==> config.mk <==
export PLATFORM = sky130hd
export DESIGN_NAME = restador_display
export DESIGN_NICKNAME = d
export VERILOG_FILES = /design/src/rtl/restador_display.sv
export SDC_FILE = /design/constraint.sdc
export NUM_CORES = 1
export LEC_CHECK = 0
export BUFFER_PORTS_ARGS = -buffer_cell sky130_fd_sc_hd__buf_2
export CELL_PAD_IN_SITES_DETAIL_PLACEMENT = 2
export CELL_PAD_IN_SITES_GLOBAL_PLACEMENT = 2
export CORE_MARGIN = 2
export CORE_UTILIZATION = 30
export CTS_CLUSTER_DIAMETER = 150
export CTS_CLUSTER_SIZE = 12
export DETAILED_ROUTE_END_ITERATION = 6
export PLACE_DENSITY_LB_ADDON = 0.3
export SETUP_SLACK_MARGIN = 0.3
export SLEW_MARGIN = 15
export SYNTH_ARGS = -nofsm -noshare
export SYNTH_HDL_FRONTEND = slang
export SYNTH_SLANG_ARGS = --single-unit
==> constraint.sdc <==
create_clock -name clk -period 4.1 [get_ports clk]
set_clock_uncertainty 0.1 [all_clocks]
set_input_delay 1.23 -clock clk [delete_from_list [all_inputs] [get_ports clk]]
set_output_delay 1.23 -clock clk [all_outputs]
set_load 0.1 [all_outputs]
==> src/rtl/restador_display.sv <==
`default_nettype none
// +-------------------------------------------------------------------------+
// | Module  : restador_display                                              |
// | Desc    : Captures an adder/subtractor result and drives a 3-digit      |
// |           multiplexed common-anode display (sign, tens, ones).          |
// |           Define RESTADOR_DISPLAY_DEC_EN for decimal, else hex digits.  |
// | Revision: 1.0 - initial release                                         |
// +-------------------------------------------------------------------------+
module restador_display #(
    parameter int unsigned REFRESH_DIV = 50000
) (
    input  logic       clk,
    input  logic       rst,
    input  logic       load,
    input  logic [3:0] S,
    input  logic       Cout,
    input  logic       select,
    output logic       valid,
    output logic       neg,
    output logic [6:0] seg,
    output logic [2:0] an
);

    localparam int unsigned    CW      = $clog2(REFRESH_DIV);
    localparam logic [CW-1:0]  c_TERM  = CW'(REFRESH_DIV - 1);
    localparam logic [6:0]     c_BLANK = 7'b1111111;
    localparam logic [6:0]     c_MINUS = 7'b0111111;

    logic [CW-1:0] presc_q, presc_d;
    logic [1:0]    idx_q, idx_d;
    logic [3:0]    s_q, s_d;
    logic          cout_q, cout_d, sel_q, sel_d;
    logic          valid_q, valid_d, neg_q, neg_d;
    logic [6:0]    seg_q, seg_d;
    logic [2:0]    an_q, an_d;

    logic [4:0]    w_value;
    logic [4:0]    w_rem;
    logic [3:0]    w_tens;
    logic [3:0]    w_ones;
    logic          w_wrap;

    function automatic logic [6:0] f_glyph(input logic [3:0] d);
        case (d)
            4'h0: f_glyph = 7'b1000000;
            4'h1: f_glyph = 7'b1111001;
            4'h2: f_glyph = 7'b0100100;
            4'h3: f_glyph = 7'b0110000;
            4'h4: f_glyph = 7'b0011001;
            4'h5: f_glyph = 7'b0010010;
            4'h6: f_glyph = 7'b0000010;
            4'h7: f_glyph = 7'b1111000;
            4'h8: f_glyph = 7'b0000000;
            4'h9: f_glyph = 7'b0010000;
            4'hA: f_glyph = 7'b0001000;
            4'hB: f_glyph = 7'b0000011;
            4'hC: f_glyph = 7'b1000110;
            4'hD: f_glyph = 7'b0100001;
            4'hE: f_glyph = 7'b0000110;
            default: f_glyph = 7'b0001110;
        endcase
    endfunction

    always_comb begin
        // A subtract result never carries into bit 4: Cout only encodes the sign.
        w_value = sel_q ? {1'b0, s_q} : {cout_q, s_q};
        w_rem   = 5'd0;
`ifdef RESTADOR_DISPLAY_DEC_EN
        if (w_value >= 5'd30) begin
            w_tens = 4'd3;
            w_rem  = w_value - 5'd30;
        end else if (w_value >= 5'd20) begin
            w_tens = 4'd2;
            w_rem  = w_value - 5'd20;
        end else if (w_value >= 5'd10) begin
            w_tens = 4'd1;
            w_rem  = w_value - 5'd10;
        end else begin
            w_tens = 4'd0;
            w_rem  = w_value;
        end
        w_ones = w_rem[3:0];
`else
        w_tens = {3'b000, w_value[4]};
        w_rem  = w_value;
        w_ones = w_rem[3:0];
`endif
    end

    always_comb begin
        w_wrap  = (presc_q == c_TERM);
        presc_d = w_wrap ? '0 : presc_q + CW'(1);
        idx_d   = idx_q;
        if (w_wrap)
            idx_d = (idx_q == 2'd2) ? 2'd0 : idx_q + 2'd1;

        s_d     = load ? S      : s_q;
        cout_d  = load ? Cout   : cout_q;
        sel_d   = load ? select : sel_q;
        valid_d = valid_q | load;
        neg_d   = load ? (select & ~Cout) : neg_q;

        // Outputs follow the pre-edge index and captured bits, one cycle behind.
        an_d  = 3'b111;
        seg_d = c_BLANK;
        if (valid_q) begin
            case (idx_q)
                2'd0: begin
                    an_d  = 3'b110;
                    seg_d = f_glyph(w_ones);
                end
                2'd1: begin
                    an_d  = 3'b101;
                    seg_d = (w_tens == 4'd0) ? c_BLANK : f_glyph(w_tens);
                end
                2'd2: begin
                    an_d  = 3'b011;
                    seg_d = neg_q ? c_MINUS : c_BLANK;
                end
                default: begin
                    an_d  = 3'b111;
                    seg_d = c_BLANK;
                end
            endcase
        end
    end

    always_ff @(posedge clk or posedge rst) begin
        if (rst) begin
            presc_q <= '0;
            idx_q   <= 2'd0;
            s_q     <= 4'd0;
            cout_q  <= 1'b0;
            sel_q   <= 1'b0;
            valid_q <= 1'b0;
            neg_q   <= 1'b0;
            seg_q   <= c_BLANK;
            an_q    <= 3'b111;
        end else begin
            presc_q <= presc_d;
            idx_q   <= idx_d;
            s_q     <= s_d;
            cout_q  <= cout_d;
            sel_q   <= sel_d;
            valid_q <= valid_d;
            neg_q   <= neg_d;
            seg_q   <= seg_d;
            an_q    <= an_d;
        end
    end

    assign valid = valid_q;
    assign neg   = neg_q;
    assign seg   = seg_q;
    assign an    = an_q;

endmodule
`default_nettype wire

# ---- Yosys cells after proc, flatten, opt, wreduce, memory -nomap -nowiden
# Memories as Yosys holds them, arrays and structs flattened.
# Index checks and enable logic that the tools add are counted.
dict set report word_totals {
  ff_bits 36
  mem_bits_ro 224
  input_bits 9
  output_inout_bits 12
  word_cells 30
  n_memories 2
}
dict set report op_classes {
  addsub 2
  eq_ne 3
  muxes 9
  n_bitwise 3
  reduce_logical 2
}
# memory words width read_ports rd_clocked_by_memory_dff write_ports line_no
set memory_table {}
lappend memory_table {{(no name shown)} 16 7 1 0 0 44} ;# case (d)
lappend memory_table {{(no name shown)} 16 7 1 0 0 44}
# cell count
set ops {}
lappend ops {{$mux W7} 3}
lappend ops {{$pmux W7 S3} 1}
lappend ops {{$add A16 B1 Y16 const B} 1}
lappend ops {{$eq A16 B16 Y1 const B} 1}
lappend ops {{$mux W16} 1}
lappend ops {{$pmux W3 S3} 1}
lappend ops {{$mux W5} 1}
lappend ops {{$logic_not A4 Y1} 1}
lappend ops {{$mux W3} 1}
lappend ops {{$add A2 B1 Y2 const B} 1}
lappend ops {{$eq A2 B1 Y1 const B} 1}
lappend ops {{$eq A2 B2 Y1 const B} 1}
lappend ops {{$logic_not A2 Y1} 1}
lappend ops {{$mux W2} 1}
lappend ops {{$and A1 B1 Y1} 1}
lappend ops {{$not A1 Y1} 1}
lappend ops {{$or A1 B1 Y1} 1}

# ---- Depth between registers and ports, before layout
# Gate-level depths: netlist (run 1).
dict set report depth {
  depth_word 5
  depth_mapped 6
  ltp_nobuf 6
}

# ---- Worst setup path before layout (run 1)
# Ideal clock, no wire load.
dict set report synth_timing {
  path_kind {register to output}
  from {register valid_q, in the netlist valid}
  to {output valid}
  t_arrival_ns 0.951
  required_ns 2.770
  slack_ns 1.819
  path_stages_with_launch 1
  n_path_buf 0
  cell_sequence {dfrtp_1}
}
# element line_no
set synth_rtl {}
lappend synth_rtl {{start, declared} 33} ;# logic valid_q, valid_d, neg_q, neg_d;
lappend synth_rtl {{start signal, assigned} 145} ;# valid_q <= valid_d;
lappend synth_rtl {{end, declared} 18} ;# output logic valid,
# No word-level cell between the ends.

# ---- Worst setup path in the final report (run 1)
dict set report layout_timing {
  from {register seg_q[0], in the netlist seg[0]}
  to {output seg[0]}
}
# element line_no
set layout_rtl {}
lappend layout_rtl {{start, declared} 34} ;# logic [6:0] seg_q, seg_d;
lappend layout_rtl {{start signal, assigned} 137} ;# seg_q <= c_BLANK;
lappend layout_rtl {{start signal, assigned} 147} ;# seg_q <= seg_d;
lappend layout_rtl {{end, declared} 20} ;# output logic [6:0] seg,
# No word-level cell between the ends.

==> results of run 1 <==
==> sequential cells by signal (all words and copies together) (netlist names), 2 cells and up <==
signal and flops:
idx_q 2, an 3, seg 7, s_q 4
presc_q 16
==> through the flow <==
step                      util [%]  setup slack, ns  cells  total power (W)  hold slack [ns]
final                         35.8             1.55    271         0.000872            0.398
after global routing          35.8             1.51    271         0.000914            0.441
after CTS                     35.8             1.53    271         0.000885            0.399
after detailed placement      33.9             1.79    263         0.000569            0.388
after global placement        33.9             1.86    263         0.000563            0.368
after floorplan                  -             1.82    171         0.000538            0.350
==> cell type report <==
type	instances	area share, %
clock buffer	5	3.26
clock inverter	3	2.02
inverter	11	1.96
multi-input combinational	120	39.9
sequential	36	43.3
tap	75	4.45
timing repair buffer	21	5.10
==> placed cells by master, fill, tap and decap left out, types with 2 or more instances in the layout <==
master / n
nor2_1: 15
xor2_1: 7
a21bo_2: 2
clkbuf_8: 5
xnor2_1: 7
nor3_1: 6
nand4_1: 3
dfstp_2: 10
buf_2: 20
inv_1: 11
ha_1: 15
dfrtp_1: 26
nand2_1: 18
nor4_1: 4
nand3_1: 8
nor2b_1: 2
o21ai_0: 7
nand2b_1: 4
mux2_2: 4
a21oi_1: 4
==> cell families (layout without fill, tap and decap cells) <==
group / Yosys count / in the layout / synth area share, %
xor gates and xnor gates: 14 / 14 / 6.74
DFF: 36 / 36 / 50.2
buffers and inverters: 15 / 40 / 3.51
and+or+nand+nor: 65 / 65 / 17.8
adders and majority gates: 15 / 15 / 10.3
muxes: 6 / 6 / 4.34
AOI/OAI and AO/OA: 20 / 20 / 7.09
==> path summary, 6_finish.rpt <==
path                            slack (ns)              endpoint
worst max-delay path                  1.55                seg[0]
min in group asynchronous             0.90  idx_q[1]$_DFFE_PP0N_
worst min-delay path                  0.40  presc_q[0]$_DFF_PP0_
worst max register to register        1.81  idx_q[0]$_DFFE_PP0N_
max in group asynchronous             2.24      seg[1]$_DFF_PP1_
worst min register to register        0.40  presc_q[0]$_DFF_PP0_
==> routing by layer <==
layer / share of wire [%] / track usage [%]
met1: 41 / 17.3
met2: 56 / 26.5
met3: 2.3 / 2.86
met4: 0.98 / 4.33
met5: 0 / 0
==> power breakdown <==
group	switching, W	internal, W	leakage [nW]	total, W
logic	0.000129	0.0000371	0.513	0.000167
registers	0.0000132	0.000380	0.435	0.000393
clock network	0.000132	0.000180	0.0541	0.000312
total	0.000275	0.000597	1.00	0.000872
==> results.py, run 1 <==
metrics = {
    "layout": {
        "multiInputGateArea_sq_um": 841,
        "fin_nets": 219,
        "regArea_sq_um": 913,
        "design_area_sq_um": 2110,
        "diodes": 0,
        "areaGrowthSynthToFinish_pct": 16.0,
        "layout-drive-gt1-share_pct": 24.5,
        "fillCellCount": 643,
    },
    "worst_setup_path": {
        "cp-start-kind": "flip-flop",
        "max_stage_delay_ns": 0.52,
        "cp_cell_sequence": "buf_2",
        "endpoint_kind": "output pin",
        "crit-reg2reg-launch": "presc_q[0]$_DFF_PP0_",
        "crit_fanout": 1,
        "cp-startpoint": "seg[0]$_DFF_PP1_",
        "path_buf_inv": 1,
        "crit_family": "flip-flops",
        "cp.depth": 1,
        "reg2reg_depth": 4,
        "crit_slowest_cell": "dfstp_2",
        "worstSetupPathType": "flip-flop to output pin",
        "critical_path_required_ns": 2.77,
        "crit_arrival_ns": 1.22,
    },
    "hold_path": {
        "worstHoldPathType": "flip-flop to flip-flop",
        "hp-start": "presc_q[0]$_DFF_PP0_",
        "worstHoldPathCells": 1,
    },
    "global_routing": {
        "overflow": 0,
        "track_usage_pct": 14.6,
        "grt_pass1_vias": 1504,
        "grt_max_degree": 22,
        "antenna_found_initial": 0,
        "grt_pass1_wl_um": 7400,
    },
    "route": {
        "vias": 1286,
        "first_pass_iters": 6,
        "drtAntennaViolNets": 0,
        "wirelength_um": 4080,
        "drc_errors": 0,
        "routed_via_density": 4.75,
        "drt_iter0_markers": 33,
        "wl_per_cell_um": 15.0,
    },
    "clocking": {
        "cts.sinks": 36,
        "clockBufferDepth": 2,
        "cts_made_buffers": 5,
        "post_cts_buffers": 0,
        "clk_pin_slew_worst_paths_ns": 0.08,
        "clk_latency_ns": 0.28,
        "cts_tree": "yes",
        "cts_resized": 0,
        "holdBufCountCts": 0,
        "ctsHtreeMaxLevel": 2,
        "cts-root-buf": "clkbuf_8",
    },
    "power_and_ir_drop": {
        "ir_drop_mv": 0.173,
        "p_leak_nw": 1.00,
        "power.density_nw_per_um2": 414,
    },
    "floorplanning": {
        "dieArea_sq_um": 6700,
        "core_area_sq_um": 5890,
        "die_w_um": 81.8,
        "ios": 21,
        "die_h_um": 81.8,
        "core.rowCount": 28,
        "start_util_pct": 30.9,
    },
    "yosys": {
        "ys_warn_count": 0,
        "seq_area_frac_synth_pct": 50.2,
        "synth_cell_type_count": 34,
        "synth-seq-cells": 36,
        "synth_ff_type": "dfrtp_1",
        "syn_inst": 171,
        "yosys-top-cells-area": "dfrtp_1, dfstp_2, ha_1, nand2_1, xnor2_1",
        "avgSynthCellArea_sq_um": 10.6,
        "synth_top_area_share_pct": 35.8,
        "synth_edf_count": 0,
        "synth_nets": 195,
        "ys_top_cells_by_count": "dfrtp_1, nand2_1, ha_1, nor2_1, inv_1",
        "netlist_area_sq_um": 1820,
        "async_flop_share_pct": 100,
        "yosysTopAreaCell": "dfrtp_1",
        "yosysMostFrequentCell": "dfrtp_1",
    },
    "timing": {
        "slew_violations": 0,
        "setup_viol": 0,
        "setup_tns_ns": 0,
        "hold_viol": 0,
        "worstMarginPinSlew_ns": 0.669,
        "fmax_ghz": 0.392,
        "post-route-min-period_ns": 2.55,
        "timing.final.crit_share_pct": 62.2,
        "slew_headroom_pct": 55.1,
        "rsz0062_at_grt": "no",
    },
    "placement": {
        "gp_congestion": 0.766,
        "port_buffers": 20,
        "place_hpwl_um": 3170,
        "dpl_cell_area_sq_um": 2000,
    },
    "run_status": {
        "outcome": "finished clean",
    },
    "run": {
        "cap_violations": 0,
    },
}
No activity file was read; power rests on OpenSTA's default activity.
==> inputs of run 2 (changes only) <==
--- a/config.mk
+++ b/config.mk
@@ -5,6 +5,7 @@
 export SDC_FILE = /design/constraint.sdc
 export NUM_CORES = 1
 export LEC_CHECK = 0
+export ABC_AREA = 1
 export BUFFER_PORTS_ARGS = -buffer_cell sky130_fd_sc_hd__buf_2
 export CELL_PAD_IN_SITES_DETAIL_PLACEMENT = 2
 export CELL_PAD_IN_SITES_GLOBAL_PLACEMENT = 2
==> constraint.sdc (replaced) <==
create_clock -name clk -period 2.5 [get_ports clk]
set_clock_uncertainty 0.1 [all_clocks]
set_input_delay 0.75 -clock clk [delete_from_list [all_inputs] [get_ports clk]]
set_output_delay 0.75 -clock clk [all_outputs]
set_load 0.1 [all_outputs]
==> results.py, run 2 <==
metrics = {
    "run_status": {
        "outcome": "finished clean",
    },
    "yosys": {
        "avgSynthCellArea_sq_um": 8.40,
        "ys_top_cells_by_count": "nand2_1, nor2_1, dfrtp_1",
        "seq_area_frac_synth_pct": 47.1,
        "synth_cell_type_count": 27,
        "synth-seq-cells": 36,
        "ys_warn_count": 0,
        "netlist_area_sq_um": 1940,
        "synth_edf_count": 0,
        "synth_top_area_share_pct": 33.5,
        "synth_nets": 255,
        "async_flop_share_pct": 100,
        "yosys-top-cells-area": "dfrtp_1, dfstp_2, nand2_1, ha_1, nor2_1",
        "yosysMostFrequentCell": "nand2_1",
        "synth_ff_type": "dfrtp_1",
        "yosysTopAreaCell": "dfrtp_1",
        "syn_inst": 231,
    },
    "floorplanning": {
        "ios": 21,
        "start_util_pct": 30.7,
        "die_w_um": 84.4,
        "core.rowCount": 29,
        "core_area_sq_um": 6310,
        "die_h_um": 84.4,
        "dieArea_sq_um": 7120,
    },
    "worst_setup_path": {
        "crit_slowest_cell": "dfstp_2",
        "cp-start-kind": "flip-flop",
        "r2r_setup_slack_ns": 0.94,
        "critical_path_required_ns": 1.65,
        "timing.rr.end": "presc_q[3]$_DFF_PP0_",
        "crit_fanout": 1,
        "crit_family": "flip-flops",
        "crit-reg2reg-launch": "presc_q[0]$_DFF_PP0_",
        "path_buf_inv": 1,
        "cp_cell_sequence": "buf_2",
        "endpoint_kind": "output pin",
        "cp-startpoint": "seg[5]$_DFF_PP1_",
        "worstSetupPathType": "flip-flop to output pin",
        "cp.depth": 1,
        "max_stage_delay_ns": 0.53,
        "reg2reg_depth": 8,
        "worstSetupEndpoint": "seg[5]",
        "crit_arrival_ns": 1.23,
    },
    "timing": {
        "timing.final.crit_share_pct": 83.1,
        "slew_violations": 0,
        "worstMarginPinSlew_ns": 0.489,
        "slew_headroom_pct": 67.6,
        "fmax_ghz": 0.481,
        "hold_viol": 0,
        "post-route-min-period_ns": 2.08,
        "rsz0062_at_grt": "no",
        "worst_hold_slack_ns": 0.381,
        "setup_tns_ns": 0,
        "setup_viol": 0,
    },
    "power_and_ir_drop": {
        "ir_drop_mv": 0.275,
        "power.density_nw_per_um2": 713,
        "p_leak_nw": 1.16,
    },
    "clocking": {
        "cts-root-buf": "clkbuf_8",
        "cts_made_buffers": 5,
        "ctsHtreeMaxLevel": 2,
        "clk_pin_slew_worst_paths_ns": 0.08,
        "cts_tree": "yes",
        "holdBufCountCts": 0,
        "cts_resized": 0,
        "clockBufferDepth": 2,
        "clk_latency_ns": 0.29,
        "post_cts_buffers": 0,
        "cts.sinks": 36,
    },
    "global_routing": {
        "track_usage_pct": 14.4,
        "antenna_found_initial": 0,
        "grt_pass1_vias": 1670,
        "overflow": 0,
        "grt_pass1_wl_um": 8240,
        "grt_max_degree": 37,
    },
    "route": {
        "vias": 1545,
        "drc_errors": 0,
        "drt_iter0_markers": 41,
        "wirelength_um": 4490,
        "first_pass_iters": 4,
        "routed_via_density": 4.63,
        "drtAntennaViolNets": 0,
        "wl_per_cell_um": 13.4,
    },
    "placement": {
        "place_hpwl_um": 3360,
        "port_buffers": 20,
        "gp_congestion": 0.750,
    },
    "layout": {
        "mostFrequentLayoutCells": "nand2_1, nor2_1, dfrtp_1",
        "layout_commonest_cell": "nand2_1",
        "layout-drive-gt1-share_pct": 21.4,
        "regMostFlops": "presc_q",
        "diodes": 0,
        "areaGrowthSynthToFinish_pct": 18.1,
        "largest_reg_flops": 16,
        "fin_nets": 280,
    },
    "run": {
        "cap_violations": 0,
    },
    "hold_path": {
        "worstHoldPathType": "flip-flop to flip-flop",
    },
}
## run 2: changes by cell type after synthesis, moves of 3 or more
| cell | before | now |
|---|---|---|
| nor3_1 | 6 | 0 |
| inv_2 | 0 | 3 |
| nand2_1 | 18 | 58 |
| inv_1 | 11 | 25 |
| nor4_1 | 4 | 0 |
| nand2b_1 | 4 | 0 |
| mux2_2 | 4 | 1 |
| xnor2_1 | 7 | 2 |
| nor2_1 | 15 | 31 |
| nor2_4 | 0 | 4 |
| o21ai_0 | 7 | 12 |
| nand3_1 | 8 | 13 |
| nand2_2 | 0 | 5 |
## run 2: cell type report
cell class              instances  area (sq um)
fillers                       741          4020
flip-flops and latches         36           913
multi-input cells             163           905
inverters                      29           109
repair buffers                 21           108
well taps                      77          96.3
clock inverters                 3          90.1
clock buffers                   5          68.8
## run 2: routing by layer
metal	share of wire, %	GRT usage [%]
met1	44	17.9
met2	53	25.6
met3	2.3	2.95
met4	1.2	3.46
met5	0	0
## run 2: cell families (layout without fill, tap and decap cells)
kind of cell | after synthesis | after routing | synth area share [%]
flip-flops | 36 | 36 | 47.1
XOR/XNOR | 7 | 7 | 3.16
AND/OR/NAND/NOR | 118 | 118 | 27.1
adder cells (fa/ha/maj) | 15 | 15 | 9.68
buffers and inverters | 32 | 58 | 6.26
multiplexers | 1 | 1 | 0.581
AO/OA/AOI/OAI | 22 | 22 | 6.13
## run 2: worst min path at each step
stage | from | depth (start not counted) | slack, ns | end
2_1_floorplan | presc_q[0]$_DFF_PP0_ | 1 | 0.35 | presc_q[0]$_DFF_PP0_
3_3_place_gp | presc_q[0]$_DFF_PP0_ | 1 | 0.37 | presc_q[0]$_DFF_PP0_
3_5_place_dp | presc_q[0]$_DFF_PP0_ | 1 | 0.38 | presc_q[0]$_DFF_PP0_
4_1_cts | presc_q[0]$_DFF_PP0_ | 1 | 0.39 | presc_q[0]$_DFF_PP0_
5_1_grt | presc_q[0]$_DFF_PP0_ | 1 | 0.40 | presc_q[0]$_DFF_PP0_
6_report | presc_q[0]$_DFF_PP0_ | 1 | 0.38 | presc_q[0]$_DFF_PP0_
## run 2: power breakdown
part	leakage [nW]	switching, W	total [W]	internal (W)
Combinational	0.646	0.000220	0.000266	0.0000464
Clock	0.0784	0.000227	0.000727	0.000499
Sequential	0.436	0.0000161	0.000639	0.000623
Total	1.16	0.000463	0.00163	0.00117
## run 2: through the flow
step / cell area [sq um] / setup slack [ns] / cells / util [%] / total power [W]
2_1_floorplan: 1940 / 0.700 / 231 / - / 0.000870
3_3_place_gp: 2130 / 0.741 / 326 / 33.7 / 0.000916
3_5_place_dp: 2130 / 0.727 / 326 / 33.7 / 0.000919
4_1_cts: 2290 / 0.404 / 334 / 36.3 / 0.00166
5_1_grt: 2290 / 0.381 / 334 / 36.3 / 0.00170
6_report: 2290 / 0.421 / 334 / 36.3 / 0.00163
